[config.mk]
export PLATFORM = sky130hd
export DESIGN_NAME = video_wb_arbiter
export DESIGN_NICKNAME = d
export VERILOG_FILES = /design/src/rtl/video_pkg.sv /design/src/rtl/video_wb_watchdog.sv /design/src/rtl/video_wb_arbiter.sv
export SDC_FILE = /design/constraint.sdc
export NUM_CORES = 1
export LEC_CHECK = 0
export BUFFER_PORTS_ARGS = -buffer_cell sky130_fd_sc_hd__buf_2
export CORE_AREA = 2 2 124 126
export CTS_BUF_LIST = sky130_fd_sc_hd__clkbuf_8
export DETAILED_ROUTE_END_ITERATION = 8
export DIE_AREA = 0 0 126 128
export HOLD_SLACK_MARGIN = 0.02
export PLACE_DENSITY_LB_ADDON = 0.2
export RECOVER_POWER = 50
export REMOVE_ABC_BUFFERS = 1
export SLEW_MARGIN = 20
export SYNTH_ARGS = -nofsm -noshare
export SYNTH_HDL_FRONTEND = slang
export SYNTH_SLANG_ARGS = --single-unit
[constraint.sdc]
create_clock -name clk -period 3.1 [get_ports clk]
set_clock_uncertainty 0.1 [all_clocks]
set_input_delay 0.62 -clock clk [delete_from_list [all_inputs] [get_ports clk]]
set_output_delay 0.62 -clock clk [all_outputs]
set_load 0.01 [all_outputs]
[src/rtl/video_pkg.sv]
// Shared types and constants for the video Wishbone arbiter.
package video_pkg;

    typedef enum logic [1:0] {
        StIdle,
        StOwn0,
        StOwn1,
        StAbort
    } arb_state_t;

    localparam logic [1:0] GntNone = 2'b00;
    localparam logic [1:0] GntM0   = 2'b01;
    localparam logic [1:0] GntM1   = 2'b10;

    localparam int unsigned DefaultTimeout = 255;

    function automatic logic [1:0] state_grant(arb_state_t s);
        case (s)
            StOwn0:  return GntM0;
            StOwn1:  return GntM1;
            default: return GntNone;
        endcase
    endfunction

endpackage

[src/rtl/video_wb_watchdog.sv]
// Counts cycles a granted strobe waits for a response; expired_o flags the
// cycle on whose closing edge the count would reach Timeout.
module video_wb_watchdog
    import video_pkg::*;
#(
    parameter int unsigned Timeout = DefaultTimeout
) (
    input  logic clk_i,
    input  logic rst_i,
    input  logic strobe_i,
    input  logic done_i,
    input  logic enable_i,
    output logic expired_o
);

    localparam int unsigned     CntW   = (Timeout > 0) ? $clog2(Timeout + 1) : 1;
    localparam logic [CntW-1:0] CntMax = CntW'(Timeout);

    logic [CntW-1:0] cnt_q, cnt_d;

    // A response in the threshold cycle wins: done_i clears and suppresses expiry.
    always_comb begin
        cnt_d     = '0;
        expired_o = 1'b0;
        if (Timeout != 0 && enable_i && strobe_i && !done_i) begin
            cnt_d     = cnt_q + 1'b1;
            expired_o = (cnt_d == CntMax);
        end
    end

    always_ff @(posedge clk_i or posedge rst_i) begin
        if (rst_i) begin
            cnt_q <= '0;
        end else begin
            cnt_q <= cnt_d;
        end
    end

endmodule

[src/rtl/video_wb_arbiter.sv]
// Two-master Wishbone arbiter (video_in store / video_out fetch) onto one slave,
// round-robin with bus lock and a watchdog that aborts unanswered strobes.
module video_wb_arbiter
    import video_pkg::*;
#(
    parameter int unsigned TIMEOUT    = DefaultTimeout,
    parameter int unsigned FIRST_PRIO = 0
) (
    input  logic        clk,
    input  logic        RST,
    input  logic        m0_wb_CYC_I,
    input  logic        m0_wb_STB_I,
    input  logic        m0_wb_LOCK_I,
    input  logic        m0_wb_WE_I,
    input  logic [3:0]  m0_wb_SEL_I,
    input  logic [31:0] m0_wb_ADR_I,
    input  logic [31:0] m0_wb_DAT_I,
    output logic        m0_wb_ACK_O,
    output logic        m0_wb_ERR_O,
    output logic [31:0] m0_wb_DAT_O,
    input  logic        m1_wb_CYC_I,
    input  logic        m1_wb_STB_I,
    input  logic        m1_wb_LOCK_I,
    input  logic        m1_wb_WE_I,
    input  logic [3:0]  m1_wb_SEL_I,
    input  logic [31:0] m1_wb_ADR_I,
    input  logic [31:0] m1_wb_DAT_I,
    output logic        m1_wb_ACK_O,
    output logic        m1_wb_ERR_O,
    output logic [31:0] m1_wb_DAT_O,
    output logic        s_wb_CYC_O,
    output logic        s_wb_STB_O,
    output logic        s_wb_LOCK_O,
    output logic        s_wb_WE_O,
    output logic [3:0]  s_wb_SEL_O,
    output logic [31:0] s_wb_ADR_O,
    output logic [31:0] s_wb_DAT_O,
    input  logic        s_wb_ACK_I,
    input  logic        s_wb_ERR_I,
    input  logic [31:0] s_wb_DAT_I,
    output logic [1:0]  grant,
    output logic        timeout_irq
);

    arb_state_t state_q, state_d;
    logic       last_q, last_d;       // 1: master 1 held the bus most recently
    logic       abort_m_q, abort_m_d; // master that was aborted
    logic [1:0] grant_q;
    logic       irq_q;
    logic       expired;

    always_comb begin
        state_d   = state_q;
        last_d    = last_q;
        abort_m_d = abort_m_q;
        unique case (state_q)
            StIdle: begin
                if (m0_wb_CYC_I && m1_wb_CYC_I) state_d = last_q ? StOwn0 : StOwn1;
                else if (m0_wb_CYC_I)           state_d = StOwn0;
                else if (m1_wb_CYC_I)           state_d = StOwn1;
            end
            StOwn0: begin
                if (expired) begin
                    state_d   = StAbort;
                    abort_m_d = 1'b0;
                end else if (!m0_wb_CYC_I && !m0_wb_LOCK_I) begin
                    state_d = m1_wb_CYC_I ? StOwn1 : StIdle;
                end
            end
            StOwn1: begin
                if (expired) begin
                    state_d   = StAbort;
                    abort_m_d = 1'b1;
                end else if (!m1_wb_CYC_I && !m1_wb_LOCK_I) begin
                    state_d = m0_wb_CYC_I ? StOwn0 : StIdle;
                end
            end
            StAbort: begin
                if (abort_m_q && !m1_wb_CYC_I) begin
                    state_d = m0_wb_CYC_I ? StOwn0 : StIdle;
                end else if (!abort_m_q && !m0_wb_CYC_I) begin
                    state_d = m1_wb_CYC_I ? StOwn1 : StIdle;
                end
            end
            default: state_d = StIdle;
        endcase
        if (state_d == StOwn0) last_d = 1'b0;
        if (state_d == StOwn1) last_d = 1'b1;
    end

    always_ff @(posedge clk or posedge RST) begin
        if (RST) begin
            state_q   <= StIdle;
            last_q    <= (FIRST_PRIO == 0);
            abort_m_q <= 1'b0;
            grant_q   <= GntNone;
            irq_q     <= 1'b0;
        end else begin
            state_q   <= state_d;
            last_q    <= last_d;
            abort_m_q <= abort_m_d;
            grant_q   <= state_grant(state_d);
            irq_q     <= (state_d == StAbort) && (state_q != StAbort);
        end
    end

    video_wb_watchdog #(
        .Timeout (TIMEOUT)
    ) u_watchdog (
        .clk_i     (clk),
        .rst_i     (RST),
        .strobe_i  ((state_q == StOwn1) ? m1_wb_STB_I : m0_wb_STB_I),
        .done_i    (s_wb_ACK_I | s_wb_ERR_I),
        .enable_i  ((state_q == StOwn0) || (state_q == StOwn1)),
        .expired_o (expired)
    );

    always_comb begin
        s_wb_CYC_O  = 1'b0;
        s_wb_STB_O  = 1'b0;
        s_wb_LOCK_O = 1'b0;
        s_wb_WE_O   = 1'b0;
        s_wb_SEL_O  = '0;
        s_wb_ADR_O  = '0;
        s_wb_DAT_O  = '0;
        m0_wb_ACK_O = 1'b0;
        m0_wb_ERR_O = 1'b0;
        m0_wb_DAT_O = '0;
        m1_wb_ACK_O = 1'b0;
        m1_wb_ERR_O = 1'b0;
        m1_wb_DAT_O = '0;
        unique case (state_q)
            StOwn0: begin
                s_wb_CYC_O  = m0_wb_CYC_I;
                s_wb_STB_O  = m0_wb_STB_I;
                s_wb_LOCK_O = m0_wb_LOCK_I;
                s_wb_WE_O   = m0_wb_WE_I;
                s_wb_SEL_O  = m0_wb_SEL_I;
                s_wb_ADR_O  = m0_wb_ADR_I;
                s_wb_DAT_O  = m0_wb_DAT_I;
                m0_wb_ACK_O = s_wb_ACK_I;
                m0_wb_ERR_O = s_wb_ERR_I;
                m0_wb_DAT_O = s_wb_DAT_I;
            end
            StOwn1: begin
                s_wb_CYC_O  = m1_wb_CYC_I;
                s_wb_STB_O  = m1_wb_STB_I;
                s_wb_LOCK_O = m1_wb_LOCK_I;
                s_wb_WE_O   = m1_wb_WE_I;
                s_wb_SEL_O  = m1_wb_SEL_I;
                s_wb_ADR_O  = m1_wb_ADR_I;
                s_wb_DAT_O  = m1_wb_DAT_I;
                m1_wb_ACK_O = s_wb_ACK_I;
                m1_wb_ERR_O = s_wb_ERR_I;
                m1_wb_DAT_O = s_wb_DAT_I;
            end
            default: ;
        endcase
        // irq_q is high only in the first ABORT cycle: one-shot error to the victim.
        if (irq_q) begin
            if (abort_m_q) m1_wb_ERR_O = 1'b1;
            else           m0_wb_ERR_O = 1'b1;
        end
    end

    assign grant       = grant_q;
    assign timeout_irq = irq_q;

endmodule

Yosys cells after proc, flatten, opt, wreduce, memory -nomap -nowiden
Index checks and enable logic that the tools add are counted.
{"block": "word_totals", "word_cells": 76, "reg_bits": 15, "out_inout_bits": 143, "inputBits": 180}
{"block": "op_classes", "n_reduce_logical": 19, "bitwise": 1, "n_eq_ne": 10, "muxes": 39, "addsub": 1}
{"operator": "32-bit one-hot mux with 2 select lines", "count": 2}
{"operator": "32-bit two-way mux", "count": 2}
{"operator": "2-bit two-way mux", "count": 11}
{"operator": "1-bit two-way mux", "count": 15}
{"operator": "1-bit one-hot mux with 2 select lines", "count": 5}
{"operator": "8-bit by 1-bit adder with 8-bit output (second input constant)", "count": 1}
{"operator": "2-bit equality test (second input constant)", "count": 4}
{"operator": "8-bit equality test (second input constant)", "count": 1}
{"operator": "1-bit logical AND", "count": 8}
{"operator": "8-bit two-way mux", "count": 1}
{"operator": "2-bit one-hot mux with 4 select lines", "count": 1}
{"operator": "4-bit one-hot mux with 2 select lines", "count": 1}
{"operator": "1-bit zero test", "count": 6}
{"operator": "2-bit inequality test (second input constant)", "count": 3}
{"operator": "2-bit by 1-bit equality test with 1-bit output (second input constant)", "count": 2}
{"operator": "2-bit one-hot mux with 2 select lines", "count": 1}
{"operator": "2-bit nonzero test", "count": 2}
{"operator": "3-bit AND reduction", "count": 1}
{"operator": "2-bit zero test", "count": 1}
{"operator": "1-bit logical OR", "count": 1}
{"operator": "1-bit bitwise OR", "count": 1}

Logic depth before layout (Yosys ltp)
{"block": "depth", "word_depth": 10, "depth_mapped": 9, "depth_no_buf": 9}

By module
Synthesis repeated with hierarchy kept, for this count alone.
{"block": "hier_totals", "cells_unflattened": 346, "hier_area_um2": 2532.4}
{"module": "video_wb_arbiter", "area_each_um2": 2104.5, "seq_area_each_um2": 176.4, "instances": 1, "cells_per_inst": 304}
{"module": "video_wb_watchdog", "area_each_um2": 427.9, "seq_area_each_um2": 200.2, "instances": 1, "cells_per_inst": 42}

Worst setup path before layout
No wires, ideal clock.
{"block": "synth_timing", "kind": "reg2reg", "from": "reg state_q[0]", "to": "reg last_q", "required_ns": 2.918, "path_slack_ns": 0.584, "setup_ns": 0.082, "synth_period_minus_slack_ns": 2.516, "arrival_ns": 2.334, "path_buffers": 1, "stages_incl_launch_ff": 10, "cell_sequence": "dfrtp_1 inv_1 ha_1 clkbuf_1 nand3_2 nor2_1 a31oi_2 a22oi_1 ha_1 mux2_2"}
{"block": "synth_between", "elab_chain_cells": 9, "elab_cells_between_ends": 23, "classes_between": "eq/ne: 5; mux: 13; reduce/logical: 5"}
{"item": "from (decl)", "line_no": "video_wb_arbiter.sv:45", "rtl": "arb_state_t state_q, state_d;"}
{"item": "from (signal assigned)", "line_no": "video_wb_arbiter.sv:93", "rtl": "state_q <= StIdle;"}
{"item": "from (signal assigned)", "line_no": "video_wb_arbiter.sv:99", "rtl": "state_q <= state_d;"}
{"item": "2-bit equality test or 2-bit by 1-bit equality test with 1-bit output (tied branches)", "line_no": "video_wb_arbiter.sv:56, video_wb_arbiter.sv:112, video_wb_arbiter.sv:114"}
{"item": "1-bit two-way mux or 1-bit logical OR (tied branches)", "line_no": "video_wb_arbiter.sv:112, video_wb_arbiter.sv:114"}
{"item": "1-bit logical AND (2 in series)", "line_no": "video_wb_watchdog.sv:25", "rtl": "if (Timeout != 0 && enable_i && strobe_i && !done_i) begin"}
{"item": "1-bit two-way mux", "line_no": "video_wb_watchdog.sv:25"}
{"item": "2-bit two-way mux (on tied branches)", "line_no": "video_wb_arbiter.sv:71, video_wb_arbiter.sv:63"}
{"item": "2-bit one-hot mux with 4 select lines *", "line_no": "video_wb_arbiter.sv:56", "rtl": "unique case (state_q)"}
{"item": "net state_d[1]", "line_no": "video_wb_arbiter.sv:45"}
{"item": "2-bit equality test or 2-bit by 1-bit equality test with 1-bit output (tied branches)", "line_no": "video_wb_arbiter.sv:88, video_wb_arbiter.sv:87"}
{"item": "1-bit two-way mux or 2-bit nonzero test (tied branches)"}
{"item": "to (signal assigned)", "line_no": "video_wb_arbiter.sv:94", "rtl": "last_q <= (FIRST_PRIO == 0);"}
{"item": "to (signal assigned)", "line_no": "video_wb_arbiter.sv:100", "rtl": "last_q <= last_d;"}
{"item": "to (decl)", "line_no": "video_wb_arbiter.sv:46", "rtl": "logic last_q, last_d;"}
Mark *: on every way through the listed nets, which the timed path passes. The rest lies on a longest branch.
A chain may end at the register's enable or synchronous reset.

Worst setup path in the final report
{"block": "layout_timing", "from": "reg state_q[1]", "to": "out s_wb_ADR_O[16]"}
{"block": "layout_between", "elab_chain_cells": 2, "elab_cells_between_ends": 3, "classes_between": "eq/ne: 2; mux: 1"}
{"item": "2-bit equality test or 2-bit by 1-bit equality test with 1-bit output (tied branches)", "line_no": "video_wb_arbiter.sv:132", "rtl": "unique case (state_q)"}
{"item": "32-bit one-hot mux with 2 select lines *", "line_no": "video_wb_arbiter.sv:132"}
{"item": "to (decl)", "line_no": "video_wb_arbiter.sv:36", "rtl": "output logic [31:0] s_wb_ADR_O,"}
Every way passes the cells marked *; elsewhere a longest branch is shown, timed or not.

==> impl_metrics.ini <==
[route]
wl_per_cell_um = 15.3
drtIter0Drc = 166
ant_nets = 0
drt_first_pass_iters = 4
via_per_inst = 4.41
wirelength_um = 12800
drc = 0
vias = 3679

[worst_setup_path]
criticalPathCategory = flip-flop to primary output
worstPathRequired_ps = 2380
worst_ep_arrival_time_ps = 2140
crit_fanout = 53
worst_setup_path_start_kind = flip-flop
cp-end-kind = primary output
ff2ff_path_depth = 9

[timing]
hold_viol = 0
min_period_ps = 2860
maxSlewViolCount = 0
period_share = 0.921
setup_viol = 0
hold_ws_ps = 326
relSlewSlack = 0.618
fmax_mhz = 350
tightest_slew_ps = 572
rsz0062_at_grt = false

[run_status]
status = finished clean

[synthesis]
ys_seq_area_frac = 0.150
yosys.area_share.adder = 0.0448
avgSynthCellArea_sq_um = 7.22
synth_top_family_by_area = simple AND/OR/NAND/NOR gates
synth_xor_area_frac = 0.0209
ys_types = 39
synth_mux_area_frac = 0.00896
syn_area_sq_um = 2510
yosys_warnings = 0
synthSimpleGateAreaFrac = 0.429
ys_seq_elements = 15
syn_inst = 348
synth_compound_area_frac = 0.284

[clock_tree]
clk_pin_slew_ps = 60
clock_latency_ps = 240
cts-resized-gates = 0
clock-root-buffer = clkbuf_8
cts.htree.levels = 1
clock-sinks = 15
post_cts.repair.setup_buffers = 0
cts_inserted_buffers = 3
cts.path.max_buffers = 2
postCtsHoldBufs = 0
cts_tree = built

[global_routing]
grt_pass1_wl_um = 18100
grt_usage = 0.137
antenna_found_initial = 0
gr-total-overflow = 0
grt_max_degree = 57
grt_pass1_vias = 3261

[placement]
hpwl_um = 10600
io_buffer_count = 322
gp_congestion = 0.823
dp.cells = 831
place_area_sq_um = 4300

[power_and_ir_drop]
p_total_w = 0.00345
power_density_nw_per_um2 = 808
max-vdd-ir-drop_mv = 0.542
p_leak_nw = 2.17

[final_layout]
antennaDiodeCount = 0
final_area_sq_um = 4270
drive_above_1_share = 0.454
fin_util = 0.287
nNetsFinal = 837
final_cells = 835
area_delta_synth_final_pct = 69.8
fillers = 1731

[die]
start_util = 0.169
die_x_um = 126
io-pin-count = 323
fp-row-count = 45
die_area_sq_um = 16100
die_h_um = 128
core-area_sq_um = 14900

[min_path]
hold_class = input pin to async pin

[run]
max_cap_viol_count = 0
[report_power, final]
group	switching [W]	leakage [nW]	internal, W
registers	0.0000372	0.200	0.000238
clock network	0.0000627	0.0269	0.0000874
logic	0.00172	1.94	0.00130
total	0.00182	2.17	0.00163
[kinds of logic (layout without fill, tap and decap cells)]
kind of cell / count (synthesis) / in the layout
simple gates: 181 / 181
compound gates: 95 / 95
buf+inv: 40 / 339
flops: 15 / 15
fa+ha+maj: 9 / 9
xor+xnor: 6 / 6
mux: 2 / 2
[layout make-up]
type / count / area (sq um) / share of cell area
clock buffers: 3 / 41.3 / 0.00967
clock inverters: 1 / 3.75 / 0.000880
inverters: 7 / 26.3 / 0.00616
multi-input cells: 293 / 1990 / 0.466
flip-flops and latches: 15 / 377 / 0.0882
well taps: 188 / 235 / 0.0551
repair buffers: 328 / 1600 / 0.374
[layer usage]
metal	wire, um	up-vias	global-route usage
met4	77	0	0.0175
met3	756	8	0.0129
met1	5390	1704	0.182
li1	-	1809	-
met5	0	-	0
met2	6580	158	0.249
[registers in the layout (all words and copies together), names as in the netlist]
| signal | count |
|---|---|
| timeout_irq | 1 |
| grant | 2 |
| abort_m_q | 1 |
| last_q | 1 |
| state_q | 2 |
| u_watchdog.cnt_q | 8 |
[cell usage after synthesis]
library cell,instances,area [sq um]
xnor2_1,2,17.5
a221oi_1,2,17.5
and2b_1,1,7.51
nand3_1,8,40.0
a32o_1,1,10.0
o21ai_0,8,40.0
ha_1,9,113
mux2_2,2,22.5
a31oi_2,1,12.5
o211ai_1,1,7.51
o31ai_1,1,7.51
inv_1,7,26.3
and2_2,1,7.51
dfstp_2,1,26.3
nand4b_1,1,8.76
a21boi_0,1,7.51
xor2_1,4,35.0
nor2_1,16,60.1
and2b_2,1,8.76
clkbuf_4,1,7.51
nand4_1,1,6.26
a21bo_2,1,10.0
nand3b_1,1,7.51
and3_1,1,6.26
and3b_2,1,10.0
a21oi_1,2,10.0
or2_2,1,6.26
buf_1,3,11.3
nor2b_1,73,457
a22oi_1,73,548
a22o_1,2,17.5
and2_1,66,413
dfrtp_1,14,350
a32oi_2,1,16.3
a32oi_1,1,8.76
nand3_2,1,10.0
nand2_1,8,30.0
buf_4,1,7.51
clkbuf_1,28,105
[path summary, 6_finish.rpt]
kind | startpoint | end | slack, ps
max | state_q[1]$_DFF_PP0_ | s_wb_ADR_O[16] | 240
min | RST | timeout_irq$_DFF_PP0_ | 330
max reg2reg | state_q[0]$_DFF_PP0_ | last_q$_DFFE_PP1P_ | 260
min reg2reg | u_watchdog.cnt_q[7]$_DFF_PP0_ | u_watchdog.cnt_q[7]$_DFF_PP0_ | 460
max in group asynchronous | RST | u_watchdog.cnt_q[4]$_DFF_PP0_ | 2200
min in group clk | u_watchdog.cnt_q[7]$_DFF_PP0_ | u_watchdog.cnt_q[7]$_DFF_PP0_ | 460
[through the flow]
stage	worst slack, ps	TNS, ps
2_1_floorplan	-1080	-47670
3_3_place_gp	429	0
3_5_place_dp	364	0
4_1_cts	206	0
5_1_grt	35.2	0
6_report	244	0
[critical path, stage by stage (launching register included)]
cell and delay [ps]:
dfrtp_1 450, inv_1 160, ha_1 270, buf_4 500, a22oi_1 160, nor2b_1 150
buf_2 170
[layout by cell type (no fill, tap or decap), types with 2 or more instances in the layout]
cell type,count
o21ai_0,8
a22o_1,2
clkbuf_1,49
dfrtp_1,14
nor2b_1,73
nand2_1,8
buf_2,273
xor2_1,4
nand3_1,9
a221oi_1,2
buf_4,6
and2_1,61
xnor2_1,2
clkbuf_8,3
a22oi_1,73
inv_1,8
ha_1,7
nor2_1,16
a21oi_1,2
and2_0,5
mux2_2,2
Note: power is estimated with default switching activity, not from simulation.
